**config.mk**
```make
export PLATFORM = sky130hd
export DESIGN_NAME = seven_seg_decoder
export DESIGN_NICKNAME = d
export VERILOG_FILES = /design/src/rtl/seven_seg_decoder.sv
export SDC_FILE = /design/constraint.sdc
export NUM_CORES = 1
export LEC_CHECK = 0
export BUFFER_PORTS_ARGS = -buffer_cell sky130_fd_sc_hd__buf_2
export CAP_MARGIN = 20
export CELL_PAD_IN_SITES_DETAIL_PLACEMENT = 1
export CELL_PAD_IN_SITES_GLOBAL_PLACEMENT = 2
export CORE_ASPECT_RATIO = 1.5
export CORE_MARGIN = 2
export CORE_UTILIZATION = 32
export DETAILED_ROUTE_END_ITERATION = 10
export PLACE_DENSITY_LB_ADDON = 0.15
export SLEW_MARGIN = 10
export SYNTH_ARGS = -nofsm -noshare
export SYNTH_HDL_FRONTEND = slang
export SYNTH_SLANG_ARGS = --single-unit
```
**constraint.sdc**
```tcl
create_clock -name clk -period 1.5 [get_ports clk]
set_input_delay 0.3 -clock clk [delete_from_list [all_inputs] [get_ports clk]]
set_output_delay 0.3 -clock clk [all_outputs]
set_load 0.02 [all_outputs]
```
**src/rtl/seven_seg_decoder.sv**
```systemverilog
// Recovers hex digits from an active-low 7-segment bus: debounces the bus, decodes each newly
// stable pattern and hands it out through a single-entry valid/ready buffer.
module seven_seg_decoder #(
    parameter int STABLE_CYCLES = 4
) (
    input  logic       clk,
    input  logic       reset,
    input  logic [6:0] seg,
    input  logic       ready,
    output logic       valid,
    output logic [3:0] digit,
    output logic       blank,
    output logic       err,
    output logic       overrun
);

    localparam int CW = $clog2(STABLE_CYCLES + 1);
    localparam logic [CW-1:0] CNT_MAX = CW'(STABLE_CYCLES);
    localparam logic [CW-1:0] CNT_ARM = CW'(STABLE_CYCLES - 1);
    localparam logic [6:0]    SEG_BLANK = 7'h7F;

    logic [6:0]    seg_q, seg_d;
    logic [CW-1:0] cnt_q, cnt_d;
    logic [6:0]    last_acc_q, last_acc_d;

    logic          pend_valid_q, pend_valid_d;
    logic [3:0]    pend_digit_q, pend_digit_d;
    logic          pend_blank_q, pend_blank_d;
    logic          pend_err_q, pend_err_d;

    logic          valid_q, valid_d;
    logic [3:0]    digit_q, digit_d;
    logic          blank_q, blank_d;
    logic          err_q, err_d;
    logic          overrun_q, overrun_d;

    logic          accept;
    logic [3:0]    dec_digit;
    logic          dec_blank;
    logic          dec_err;

    always_comb begin
        dec_digit = 4'h0;
        dec_blank = 1'b0;
        dec_err   = 1'b0;
        case (seg_q)
            7'h40:   dec_digit = 4'h0;
            7'h79:   dec_digit = 4'h1;
            7'h24:   dec_digit = 4'h2;
            7'h30:   dec_digit = 4'h3;
            7'h19:   dec_digit = 4'h4;
            7'h12:   dec_digit = 4'h5;
            7'h02:   dec_digit = 4'h6;
            7'h78:   dec_digit = 4'h7;
            7'h00:   dec_digit = 4'h8;
            7'h18:   dec_digit = 4'h9;
            7'h08:   dec_digit = 4'hA;
            7'h03:   dec_digit = 4'hB;
            7'h46:   dec_digit = 4'hC;
            7'h21:   dec_digit = 4'hD;
            7'h06:   dec_digit = 4'hE;
            7'h0E:   dec_digit = 4'hF;
            7'h7F:   dec_blank = 1'b1;
            default: dec_err   = 1'b1;
        endcase
    end

    // Glitch filter: a pattern is accepted on the edge its run length first reaches the
    // threshold, and only if it differs from the last accepted pattern.
    always_comb begin
        seg_d      = seg;
        last_acc_d = last_acc_q;
        if (seg != seg_q) begin
            cnt_d = CW'(1);
        end else if (cnt_q < CNT_MAX) begin
            cnt_d = cnt_q + CW'(1);
        end else begin
            cnt_d = cnt_q;
        end
        accept = (cnt_q == CNT_ARM) && (cnt_d == CNT_MAX) && (seg_q != last_acc_q);
        if (accept) begin
            last_acc_d = seg_q;
        end
    end

    always_comb begin
        pend_valid_d = accept;
        pend_digit_d = dec_digit;
        pend_blank_d = dec_blank;
        pend_err_d   = dec_err;
    end

    // Output buffer: a pending result refills a slot that is empty or being drained this
    // cycle; otherwise it is dropped and flagged.
    always_comb begin
        valid_d   = valid_q;
        digit_d   = digit_q;
        blank_d   = blank_q;
        err_d     = err_q;
        overrun_d = overrun_q;
        if (pend_valid_q) begin
            if (!valid_q || ready) begin
                valid_d = 1'b1;
                digit_d = pend_digit_q;
                blank_d = pend_blank_q;
                err_d   = pend_err_q;
            end else begin
                overrun_d = 1'b1;
            end
        end else if (valid_q && ready) begin
            valid_d = 1'b0;
        end
    end

    always_ff @(posedge clk) begin
        if (reset) begin
            seg_q        <= SEG_BLANK;
            cnt_q        <= '0;
            last_acc_q   <= SEG_BLANK;
            pend_valid_q <= 1'b0;
            pend_digit_q <= 4'h0;
            pend_blank_q <= 1'b0;
            pend_err_q   <= 1'b0;
            valid_q      <= 1'b0;
            digit_q      <= 4'h0;
            blank_q      <= 1'b0;
            err_q        <= 1'b0;
            overrun_q    <= 1'b0;
        end else begin
            seg_q        <= seg_d;
            cnt_q        <= cnt_d;
            last_acc_q   <= last_acc_d;
            pend_valid_q <= pend_valid_d;
            pend_digit_q <= pend_digit_d;
            pend_blank_q <= pend_blank_d;
            pend_err_q   <= pend_err_d;
            valid_q      <= valid_d;
            digit_q      <= digit_d;
            blank_q      <= blank_d;
            err_q        <= err_d;
            overrun_q    <= overrun_d;
        end
    end

    assign valid   = valid_q;
    assign digit   = digit_q;
    assign blank   = blank_q;
    assign err     = err_q;
    assign overrun = overrun_q;

endmodule

```
Yosys cells after proc, flatten, opt, wreduce, memory -nomap -nowiden --
Cells that the tools add are included.
Operators by class: $add $sub $neg 1, magnitude comparators 1, equality and inequality tests 21, multiplexer cells 8, bitwise logic cells 1, reductions and logical operators 11
Operators with widths (number):
- $pmux 4 s15 | 1
- $eq 7x7->1 const B | 5
- $eq 7x5->1 const B | 3
- $eq 7x6->1 const B | 3
- $reduce_or 17->1 | 1
- $eq 7x2->1 const B | 2
- $eq 7x4->1 const B | 2
- $ne 7x7->1 | 2
- $eq 7x3->1 const B | 1
- $logic_not 7->1 | 1
- $mux 3 | 2
- $reduce_and 2->1 | 3
- $mux 1 | 5
- $add 3x1->3 const B | 1
- $eq 3x2->1 const B | 1
- $eq 3x3->1 const B | 1
- $logic_and 1x1->1 | 3
- $lt 3x3->1 const B | 1
- $ne 2x1->1 const B | 1
- $reduce_bool 2->1 | 1
- $logic_not 1->1 | 1
- $logic_or 1x1->1 | 1
- $not 1->1 | 1
Word-level totals: flip-flop bits (word level) 32

Longest topological paths before layout --
Gate-level depths: netlist of run 1.
word-level depth 6, depth in mapped cells 7, mapped depth without buffers 6

Worst setup path before layout of run 1 --
Ideal clock, no wire load.
path type register to register, start register seg_q[4], end register last_acc_q[0], setup time 119 ps, data arrival time 1309 ps, path slack 72 ps, cell stages (with the launch flop) 7, path buffers 1, clock period less this slack 1428 ps, path through dfxtp_1 buf_2 xnor2_1 nand4_1 o41a_1 a31oi_1 nand2_1
On the way: word-level cells in the longest chain between the ends 5, elaborated cells between the ends (all ways) 6, those cells by class eq/ne: 3; mux: 1; reduce/logical: 2
RTL lines:
- from (decl) | line 22 | logic [6:0] seg_q, seg_d;
- from (signal assigned) | line 130 | seg_q <= seg_d;
- $ne 7x7->1 | line 73 | if (seg != seg_q) begin
- $mux 3 | line 73
- $eq 3x3->1 | line 80 | accept = (cnt_q == CNT_ARM) && (cnt_d == CNT_MAX) && (seg_q != last_acc_q);
- $logic_and 1x1->1 | line 80
- $logic_and 1x1->1 (*) | line 80
- to (signal assigned) | line 132 | last_acc_q <= last_acc_d;
- to (decl) | line 24 | logic [6:0] last_acc_q, last_acc_d;
Every way passes the cells marked *; elsewhere a longest branch is shown, timed or not. A chain may end at the register's enable or synchronous reset.

Worst setup path after layout of run 1 --
start register seg_q[0], end register last_acc_q[2]
The elaborated chain is that of the path after synthesis.

==> summary.md, run 1 <==
| Metric | Value |
|---|---|
| Number of flops mapped to enable cells by yosys | 0 |
| RSZ-0062 raised after global routing | true |
| Num ports | 18 |
| DRC | 0 |
| Row cnt | 31 |
| Setup TNS | -418.1 ps |
| Peak VDD IR | 0.4533 mV |
| Initial antenna violation count | 0 |
| Worst R2R Setup Slack | -80 ps |
| H-tree levels | 2 |
| Relative slew slack | 71.51% |
| Grt ovf | 0 |
| Worst R2R Start | seg_q[0] |
| Syn nets | 193 |
| Synth top cells by count | 32 x dfxtp_1, 14 x nor2_1, 11 x a31oi_1, 11 x nand2_1 |
| Final hold viol count | 0 |
| Latest clock arrival within the worst-skew pair | 280 ps |
| Crit end category | flop |
| Period Utilization, post-route | 105.5% |
| Sequential fraction of the synthesis area | 39.48% |
| FFs w/ async S/R, synth | 0% |
| Core Region | 4848 um2 |
| Reg2reg end | last_acc_q[2] |
| Root Buffer | clkbuf_8 |
| Worst slew pin tran | 427.3 ps |
| Failing checks | negative setup slack |
| Share of cells above drive strength 1 | 49.12% |
| Startpoint class of the critical path | flop |
| Yosys reg bits | 32 |
| First-pass GRT wire length | 7803 um |
| CTS tree | done |
| Max frequency | 0.6317 GHz |
| Final core area utilization | 48.80% |
| CP delay by family, top | compound AO/OA/AOI/OAI gates |
| Final Cell Area | 2366 um2 |
| Routed Wire Length | 4704 um |
| Hold Crit Start | seg[5] |
| Clock buffer count from CTS | 5 |
| DIE HEIGHT | 91.22 um |
| Data required, critical path | 1670 ps |
| Hold EP | seg_q[5] |
| Synth unique cells | 42 |
| Post-synth top area share | 39.48% |
| Period minus WS final | 1583 ps |
| Hold Buf Count CTS | 0 |
| Max Cap Violations | 0 |
| Worst path bufs/invs | 1 |
| Crit Path Class | reg -> reg |
| Largest net degree at the start of global routing | 20 |
| Synth area leader | dfxtp_1 |
| WP data arrival | 1750 ps |
| Hold path depth | 2 |
| Worst Skew | 8.151 ps |
| Status | finished, violations left |
| Slowest stage delay, CP | 380 ps |
| Syn Inst Count | 182 |
| Setup-failing EPs final | 10 |
| Vias per cell | 5.103 |
| Vias | 1,490 |
| Iter 0 DRT Violations | 21 |
| Gpl congestion | 0.8326 |
| R2R depth | 6 |
| Final hold slack | 225.4 ps |
| Critical-path maximum fanout | 5 |
| Starting Density | 33.47% |
| Most frequent cell after synthesis | dfxtp_1 |
| Fin. max-slew vios | 0 |
| Ys Warns | 0 |
| DR pass1 iterations | 4 |
| Worst path cell trace | xnor2_1, nand4_1, o41a_1, buf_4, a31oi_1, nand2_1 |
| Die width | 62.15 um |
| Post-DP HPWL | 3308 um |
| Final #Nets | 236 |
| P_leak | 0.0009633 uW |
| Synthesized cell area | 1623 um2 |
| I/O Buffers | 17 |
| CTS Sinks | 32 |
| Slowest-stage cell, CP | o41a_1 |
| Top_reg_cell synth | dfxtp_1 |
| Die area | 5669 um2 |
| Vias in the first global route | 1,613 |
| Post-Place Cells | 274 |
| Clock transition at the registers of the reported paths | 70 ps |
| Number of fill cells | 561 |
| Synth area leaders | dfxtp_1 39%, xnor2_1 4.9%, xor2_1 4.9% |
| Hold/Removal Path Class | in -> reg |
| Setup ws final | -82.94 ps |
| # diodes | 0 |
| Avg Inst Size Synth | 8.917 um2 |
| Tot GR Track Use | 17.51% |
| PD cells | 835.8 nW/um2 |
| ANT nets after route | 0 |
| Layout area overhead | 45.80% |
| WL per Instance | 16.11 um |
| Placed inst area | 1882 um2 |
| Longest Clk Path Bufs | 2 |
| Post-Layout Cell Count | 292 |
[layer usage]
metal,track usage (%),part of all wire (%),vias to the layer above
li1,-,-,727
met1,17.70,38,728
met2,32.16,57,26
met3,4.213,2.7,9
met4,10.37,2.1,0
met5,0,0,-
[cells by family (layout without fill, tap and decap cells)]
family / after synthesis / in the layout / share of synthesized area [%]
AOI/OAI and AO/OA: 38 / 38 / 15.34
xor gates and xnor gates: 18 / 18 / 9.715
adders and majority gates: 1 / 1 / 0.7709
buffers and inverters: 19 / 63 / 6.630
DFF: 32 / 32 / 39.48
muxes: 7 / 7 / 4.318
and+or+nand+nor: 67 / 67 / 23.75
[placed cells by master, fill, tap and decap left out, types with 5 or more instances in the layout]
| master | count |
|---|---|
| a21oi_1 | 7 |
| a31oi_1 | 8 |
| buf_6 | 11 |
| buf_2 | 17 |
| xnor2_1 | 7 |
| or2_2 | 7 |
| nand2_1 | 11 |
| clkbuf_8 | 5 |
| dfxtp_2 | 7 |
| xor2_1 | 7 |
| nor2_1 | 13 |
| buf_4 | 21 |
| nand4_1 | 5 |
| mux2i_1 | 7 |
| dfxtp_1 | 22 |
| o21ai_2 | 7 |
[final cells by class]
type,count,area (um2),share of cell area [%]
timing repair buffer,52,421.7,17.82
clock inverter,3,42.54,1.798
multi-input combinational,131,1079,45.58
sequential,32,660.6,27.92
clock buffer,5,68.82,2.909
inverter,3,11.26,0.4759
tap,66,82.58,3.490
[what timing repair did]
action | CTS | global route
buffers inserted | 6 | 3
pin swaps | 18 | 10
cloned | 1 | 0
gates resized for setup | 37 | 36
endpoints found under the setup margin | 15 | 16
[stage by stage]
step           total power [uW]  setup WS (ps)
4_1_cts                    1958         -36.09
2_1_floorplan              1032          72.13
5_1_grt                    2067         -157.6
3_3_place_gp               1101         -116.6
3_5_place_dp               1108         -162.9
6_report                   1977         -82.94
[registers in the layout, summed over array words and instances, names as in the netlist]
signal	flops
blank	1
seg_q	7
overrun	1
pend_blank_q	1
valid	1
cnt_q	3
pend_err_q	1
last_acc_q	7
err	1
digit	4
pend_digit_q	4
pend_valid_q	1
[worst max-delay path by stage]
stage	startpoint	end	slack, ps	cells after the start
floorplan	seg_q[4]	last_acc_q[0]	70	6
global placement	seg[2]	last_acc_q[2]	-120	7
detailed placement	seg[2]	last_acc_q[5]	-160	7
CTS	seg_q[3]	last_acc_q[2]	-40	7
global route	seg_q[4]	last_acc_q[2]	-160	6
finish	seg_q[0]	last_acc_q[2]	-80	6
[power by group]
group          total [uW]  leakage (uW)  internal, uW  switching (uW)
sequential            885      0.000260           865            20.1
combinational         272      0.000649           130             142
clock                 821     0.0000541           491             330
total                1980      0.000963          1490             491
Note: power is estimated with default switching activity, not from simulation.
==> run 2: changes to the inputs <==
--- a/config.mk
+++ b/config.mk
@@ -6,12 +6,13 @@
 export NUM_CORES = 1
 export LEC_CHECK = 0
 export BUFFER_PORTS_ARGS = -buffer_cell sky130_fd_sc_hd__buf_2
-export CAP_MARGIN = 20
+export CAP_MARGIN = 40
 export CELL_PAD_IN_SITES_DETAIL_PLACEMENT = 1
 export CELL_PAD_IN_SITES_GLOBAL_PLACEMENT = 2
 export CORE_ASPECT_RATIO = 1.5
 export CORE_MARGIN = 2
-export CORE_UTILIZATION = 32
+export CORE_UTILIZATION = 33
+export CTS_BUF_LIST = sky130_fd_sc_hd__clkbuf_4
 export DETAILED_ROUTE_END_ITERATION = 10
 export PLACE_DENSITY_LB_ADDON = 0.15
 export SLEW_MARGIN = 10
==> run 2 against run 1 <==
  * The run still ends with negative setup slack left
  * Maximum frequency grew 3.4%
  * Combinational power grew 9.2%
  * Critical path type unchanged
  * Clock-buffer cell count is the same
  * Utilization grew 0.77 points
  * Register-to-register slack gained 50 ps
  * Largest cell class unchanged
  * Sequential power is essentially flat
  * Clock skew shrank 6.8 ps
  * Total power shrank 17%
  * Largest power group unchanged
  * Clock power shrank 44%
  * Die area shrank 2.9%
==> summary.md, run 2 (same netlist as run 1, synthesis figures left out) <==
| Metric | Value |
|---|---|
| Crit Path Class | reg -> reg |
| Placed inst area | 2069 um2 |
| Latest clock arrival within the worst-skew pair | 320 ps |
| Root Buffer | clkbuf_4 |
| DIE HEIGHT | 89.89 um |
| Crit path launch | seg_q[2] |
| Final hold viol count | 0 |
| Routed Wire Length | 4906 um |
| CTS tree | done |
| Data required, critical path | 1720 ps |
| Period minus WS final | 1531 ps |
| WL per Instance | 16.03 um |
| Worst R2R Setup Slack | -30 ps |
| Setup ws final | -31.21 ps |
| Commonest non-fill, non-tap cell in the layout | buf_4 |
| CP delay by family, top | compound AO/OA/AOI/OAI gates |
| Starting Density | 34.02% |
| Post-DP HPWL | 3800 um |
| Layout area overhead | 45.72% |
| Grt ovf | 0 |
| I/O Buffers | 17 |
| Row cnt | 31 |
| Met1 wire length | 1765 um |
| Worst Skew | 1.363 ps |
| Critical-path maximum fanout | 5 |
| Worst R2R Start | seg_q[2] |
| Setup TNS | -115.3 ps |
| Final #Nets | 250 |
| Die area | 5506 um2 |
| Gpl congestion | 0.8896 |
| Status | finished, violations left |
| Crit path depth | 7 |
| P_leak | 0.0009632 uW |
| Total Power | 1639 uW |
| Reg2reg end | pend_err_q |
| CTS Sinks | 32 |
| Worst path cell trace | buf_4, buf_4, buf_4, o32ai_1, a31oi_1, o211ai_1, nor3b_2 |
| Final Cell Area | 2365 um2 |
| Setup-failing EPs final | 9 |
| Most used cell, CP | buf_4 |
| Vias in the first global route | 1,747 |
| Num ports | 18 |
| Failing checks | negative setup slack |
| Fin. max-slew vios | 0 |
| Die width | 61.26 um |
| Peak VDD IR | 0.5174 mV |
| WP data arrival | 1750 ps |
| Core Region | 4771 um2 |
| Worst slew pin tran | 379.8 ps |
| ANT nets after route | 0 |
| Commonest cells after routing, fill and taps aside | 42 x buf_4, 22 x dfxtp_1, 17 x buf_2, 12 x nor2_1, 11 x nand2_1 |
| # diodes | 0 |
| Iter 0 DRT Violations | 28 |
| RSZ-0062 raised after global routing | true |
| Final core area utilization | 49.57% |
| Hold/Removal Path Class | in -> reg |
| Max frequency | 0.6531 GHz |
| Share of cells above drive strength 1 | 51.67% |
| DR WL met2 | 2900 um |
| Tot GR Track Use | 19.48% |
| Slowest-stage cell, CP | dfxtp_4 |
| DR pass1 iterations | 4 |
| Largest registers | last_acc_q: 7 flops, seg_q: 7 flops |
| H-tree levels | 2 |
| Startpoint class of the critical path | flop |
| Clock transition at the registers of the reported paths | 100 ps |
| First-pass GRT wire length | 8052 um |
| Largest net degree at the start of global routing | 19 |
| Uppermost layer routed | met4 |
| DRC | 0 |
| Slowest stage delay, CP | 380 ps |
| Initial antenna violation count | 0 |
| R2R depth | 7 |
| Critical Path End | pend_err_q |
| Max Cap Violations | 0 |
| Crit end category | flop |
| Vias per cell | 5.114 |
| Relative slew slack | 74.68% |
| Period Utilization, post-route | 102.1% |
| Worst path bufs/invs | 3 |
| PD cells | 692.9 nW/um2 |
| Longest Clk Path Bufs | 2 |
| Met3 wire len | 118 um |
| Clock buffer count from CTS | 5 |
| Vias | 1,565 |
run 2: cell count changes in the layout (fill, tap and decap cells not counted), moves of 2 or more:
| cell | before | now |
|---|---|---|
| a31oi_2 | 1 | 3 |
| buf_4 | 21 | 42 |
| buf_6 | 11 | 4 |
| clkbuf_4 | 0 | 5 |
| clkbuf_8 | 5 | 0 |
run 2: worst register-to-register path, delay by kind of cell (launching register included):
kind | cells | cell delay (ps)
simple gates | 1 | 70
compound gates | 3 | 520
buf+inv | 3 | 460
flops | 1 | 380
run 2: layout make-up:
class                           count  area [um2]
Fill cell                         579        2406
Multi-Input combinational cell    131        1051
Sequential cell                    32       663.1
Timing Repair Buffer               66       505.5
Tap cell                           66       82.58
Clock buffer                        5       37.54
Clock inverter                      3       13.76
Inverter                            3       11.26
run 2: worst min path at each step:
| stage | startpoint | end | slack, ps | cells past startpoint |
|---|---|---|---|---|
| 2_1_floorplan | seg[0] | seg_q[0] | 410 | 1 |
| 3_3_place_gp | pend_err_q | err | 440 | 2 |
| 3_5_place_dp | pend_digit_q[2] | digit[2] | 460 | 2 |
| 4_1_cts | seg[5] | seg_q[5] | 160 | 2 |
| 5_1_grt | seg[3] | seg_q[3] | 170 | 2 |
| 6_report | seg[5] | seg_q[5] | 180 | 2 |
run 2: routing by layer:
layer	vias to the layer above	global-route usage [%]
met3	11	3.165
met2	32	36.35
met1	763	19.16
met5	-	0
met4	0	9.420
li1	759	-
run 2: power by group:
group,switching [uW],internal (uW),leakage [uW]
Clock,289,172,0.0000324
Sequential,18.7,863,0.000259
Combinational,149,148,0.000672
Total,456,1180,0.000963
run 2: through the flow:
step / hold slack [ps] / std cells / worst slack [ps]
3_3_place_gp: 442.1 / 294 / -202.9
5_1_grt: 169.0 / 306 / -99.66
4_1_cts: 159.5 / 303 / -36.18
3_5_place_dp: 455.1 / 294 / -265.7
2_1_floorplan: 406.6 / 182 / 72.13
6_report: 181.6 / 306 / -31.21
run 2: timing repair:
action                                  CTS  global route
buffers inserted                          1             3
hold buffers                              0             0
endpoints found under the setup margin   16            15
resized for setup                        31            28
pin swaps                                10            15
==> run 3: changes to the inputs <==
--- a/config.mk
+++ b/config.mk
@@ -10,11 +10,11 @@
 export CELL_PAD_IN_SITES_DETAIL_PLACEMENT = 1
 export CELL_PAD_IN_SITES_GLOBAL_PLACEMENT = 2
 export CORE_ASPECT_RATIO = 1.5
-export CORE_MARGIN = 2
+export CORE_MARGIN = 4
 export CORE_UTILIZATION = 33
 export CTS_BUF_LIST = sky130_fd_sc_hd__clkbuf_4
 export DETAILED_ROUTE_END_ITERATION = 10
-export PLACE_DENSITY_LB_ADDON = 0.15
+export PLACE_DENSITY = 0.82
 export SLEW_MARGIN = 10
 export SYNTH_ARGS = -nofsm -noshare
 export SYNTH_HDL_FRONTEND = slang
==> run 3 against run 2 <==
  * The run still ends with negative setup slack left
  * Cell area shrank 2.5%
  * Register-to-register slack lost 130 ps
  * Routed wire length shrank 9.6%
  * Combinational power shrank 10%
  * Global-route usage shrank 4.3 points
  * Non-clock buffer count shrank 15
  * Sequential share of layout area grew 0.73 points
  * Critical path depth shrank 1
  * Via count shrank 5.9%
  * Highest routed layer unchanged
==> summary.md, run 3 (same netlist as run 1, synthesis figures left out) <==
| Metric | Value |
|---|---|
| Commonest cells after routing, fill and taps aside | 21 x buf_4, 20 x dfxtp_1, 17 x buf_2, 13 x nor2_1, 11 x nand2_1 |
| Worst path bufs/invs | 1 |
| Multi-input gate area | 1064 um2 |
| Clock buffer count from CTS | 5 |
| I/O Buffers | 17 |
| Core Region | 4810 um2 |
| Peak VDD IR | 0.4660 mV |
| Longest Clk Path Bufs | 2 |
| Die area | 6126 um2 |
| Final core area utilization | 47.92% |
| CTS Sinks | 32 |
| Post-DP HPWL | 3074 um |
| Startpoint class of the critical path | flop |
| Critical-path maximum fanout | 3 |
| Worst path cell trace | xnor2_2, nand4_1, o41a_1, buf_4, a31oi_1, nand2_1 |
| Max Cap Violations | 0 |
| Worst Skew | 13.52 ps |
| Num ports | 18 |
| Largest net degree at the start of global routing | 31 |
| Period minus WS final | 1660 ps |
| Data required, critical path | 1740 ps |
| Vias in the first global route | 1,516 |
| H-tree levels | 2 |
| Slowest-stage cell, CP | dfxtp_4 |
| Relative slew slack | 64.76% |
| Layout area overhead | 42.02% |
| Dpl ws | -217.9 ps |
| RSZ-0062 raised after global routing | true |
| Status | finished, violations left |
| Routed Wire Length | 4436 um |
| # diodes | 0 |
| Die width | 65.26 um |
| Commonest non-fill, non-tap cell in the layout | buf_4 |
| Share of cells above drive strength 1 | 46.67% |
| WL per Instance | 15.24 um |
| CTS tree | done |
| Fin. max-slew vios | 0 |
| Setup-failing EPs final | 8 |
| PD cells | 721.4 nW/um2 |
| Vias | 1,472 |
| Largest registers | last_acc_q: 7 flops, seg_q: 7 flops |
| Final hold slack | 162.7 ps |
| FF/Latch Area | 663.1 um2 |
| Row cnt | 31 |
| Gpl congestion | 0.7389 |
| Clock transition at the registers of the reported paths | 100 ps |
| CP delay by family, top | compound AO/OA/AOI/OAI gates |
| Failing checks | negative setup slack |
| Vias per cell | 5.058 |
| First-pass GRT wire length | 7086 um |
| Tot GR Track Use | 15.18% |
| Number of fill cells | 596 |
| Final #Nets | 235 |
| Iter 0 DRT Violations | 32 |
| DRC | 0 |
| WP data arrival | 1900 ps |
| Setup ws final | -160.2 ps |
| DR pass1 iterations | 2 |
| P_leak | 0.0009174 uW |
| Period Utilization, post-route | 110.7% |
| Latest clock arrival within the worst-skew pair | 340 ps |
| Slowest stage delay, CP | 380 ps |
| Crit Path Class | reg -> reg |
| Worst slew pin tran | 528.6 ps |
| Final hold viol count | 0 |
| Grt ovf | 0 |
| DIE HEIGHT | 93.89 um |
| Initial antenna violation count | 0 |
| Starting Density | 33.74% |
| ANT nets after route | 0 |
| Max frequency | 0.6024 GHz |
| Crit end category | flop |
| Hold/Removal Path Class | in -> reg |
| Root Buffer | clkbuf_4 |
==> run 3: path summary, 6_finish.rpt <==
| path | cells after the start | to | start | slack [ps] |
|---|---|---|---|---|
| worst min-delay path | 2 | seg_q[5] | seg[5] | 160 |
| worst max register to register | 6 | last_acc_q[1] | seg_q[2] | -160 |
| worst max-delay path | 6 | last_acc_q[1] | seg_q[2] | -160 |
| worst min register to register | 2 | last_acc_q[0] | last_acc_q[0] | 460 |
==> run 3: timing repair <==
action | 4_1_cts | 5_1_grt
hold buffers | 0 | 0
cloned | 0 | 1
pin swaps | 3 | 23
resized for setup | 19 | 46
setup buffers | 3 | 4
endpoints found under the setup margin | 16 | 16
==> run 3: final cells by class <==
cell class | count | share of cell area (%)
multi-input combinational | 131 | 46.15
sequential | 32 | 28.77
timing repair buffer | 51 | 18.57
tap | 66 | 3.583
clock buffer | 7 | 2.280
inverter | 3 | 0.4886
clock inverter | 1 | 0.1629
==> run 3: power breakdown <==
part           switching, uW  internal, uW  total (uW)  leakage, uW
clock network            295           216         511    0.0000338
logic                    137           130         267     0.000624
registers               20.2           864         885     0.000259
total                    452          1210        1660     0.000917
==> run 3: metal layers <==
| metal | part of all wire [%] | GRT usage, % |
|---|---|---|
| met5 | 0 | 0 |
| met4 | 2.3 | 5.709 |
| met3 | 3.1 | 4.311 |
| met2 | 57 | 29.33 |
| met1 | 37 | 14.74 |
==> run 3: worst reg2reg max path: stages, from the launching register on <==
cell and delay (ps):
dfxtp_4 380, xnor2_2 210, nand4_1 170, o41a_1 370, buf_4 160, a31oi_1 200, nand2_1 70
==> run 3: per-stage QoR <==
| stage | instance area (um2) | cells | power (uW) | setup TNS (ps) |
|---|---|---|---|---|
| floorplan | 1623 | 182 | 1032 | 0 |
| global placement | 1914 | 275 | 1105 | -1379 |
| detailed placement | 1914 | 275 | 1108 | -1996 |
| CTS | 2079 | 286 | 1645 | -221.8 |
| global route | 2305 | 291 | 1757 | -1707 |
| finish | 2305 | 291 | 1663 | -898.8 |
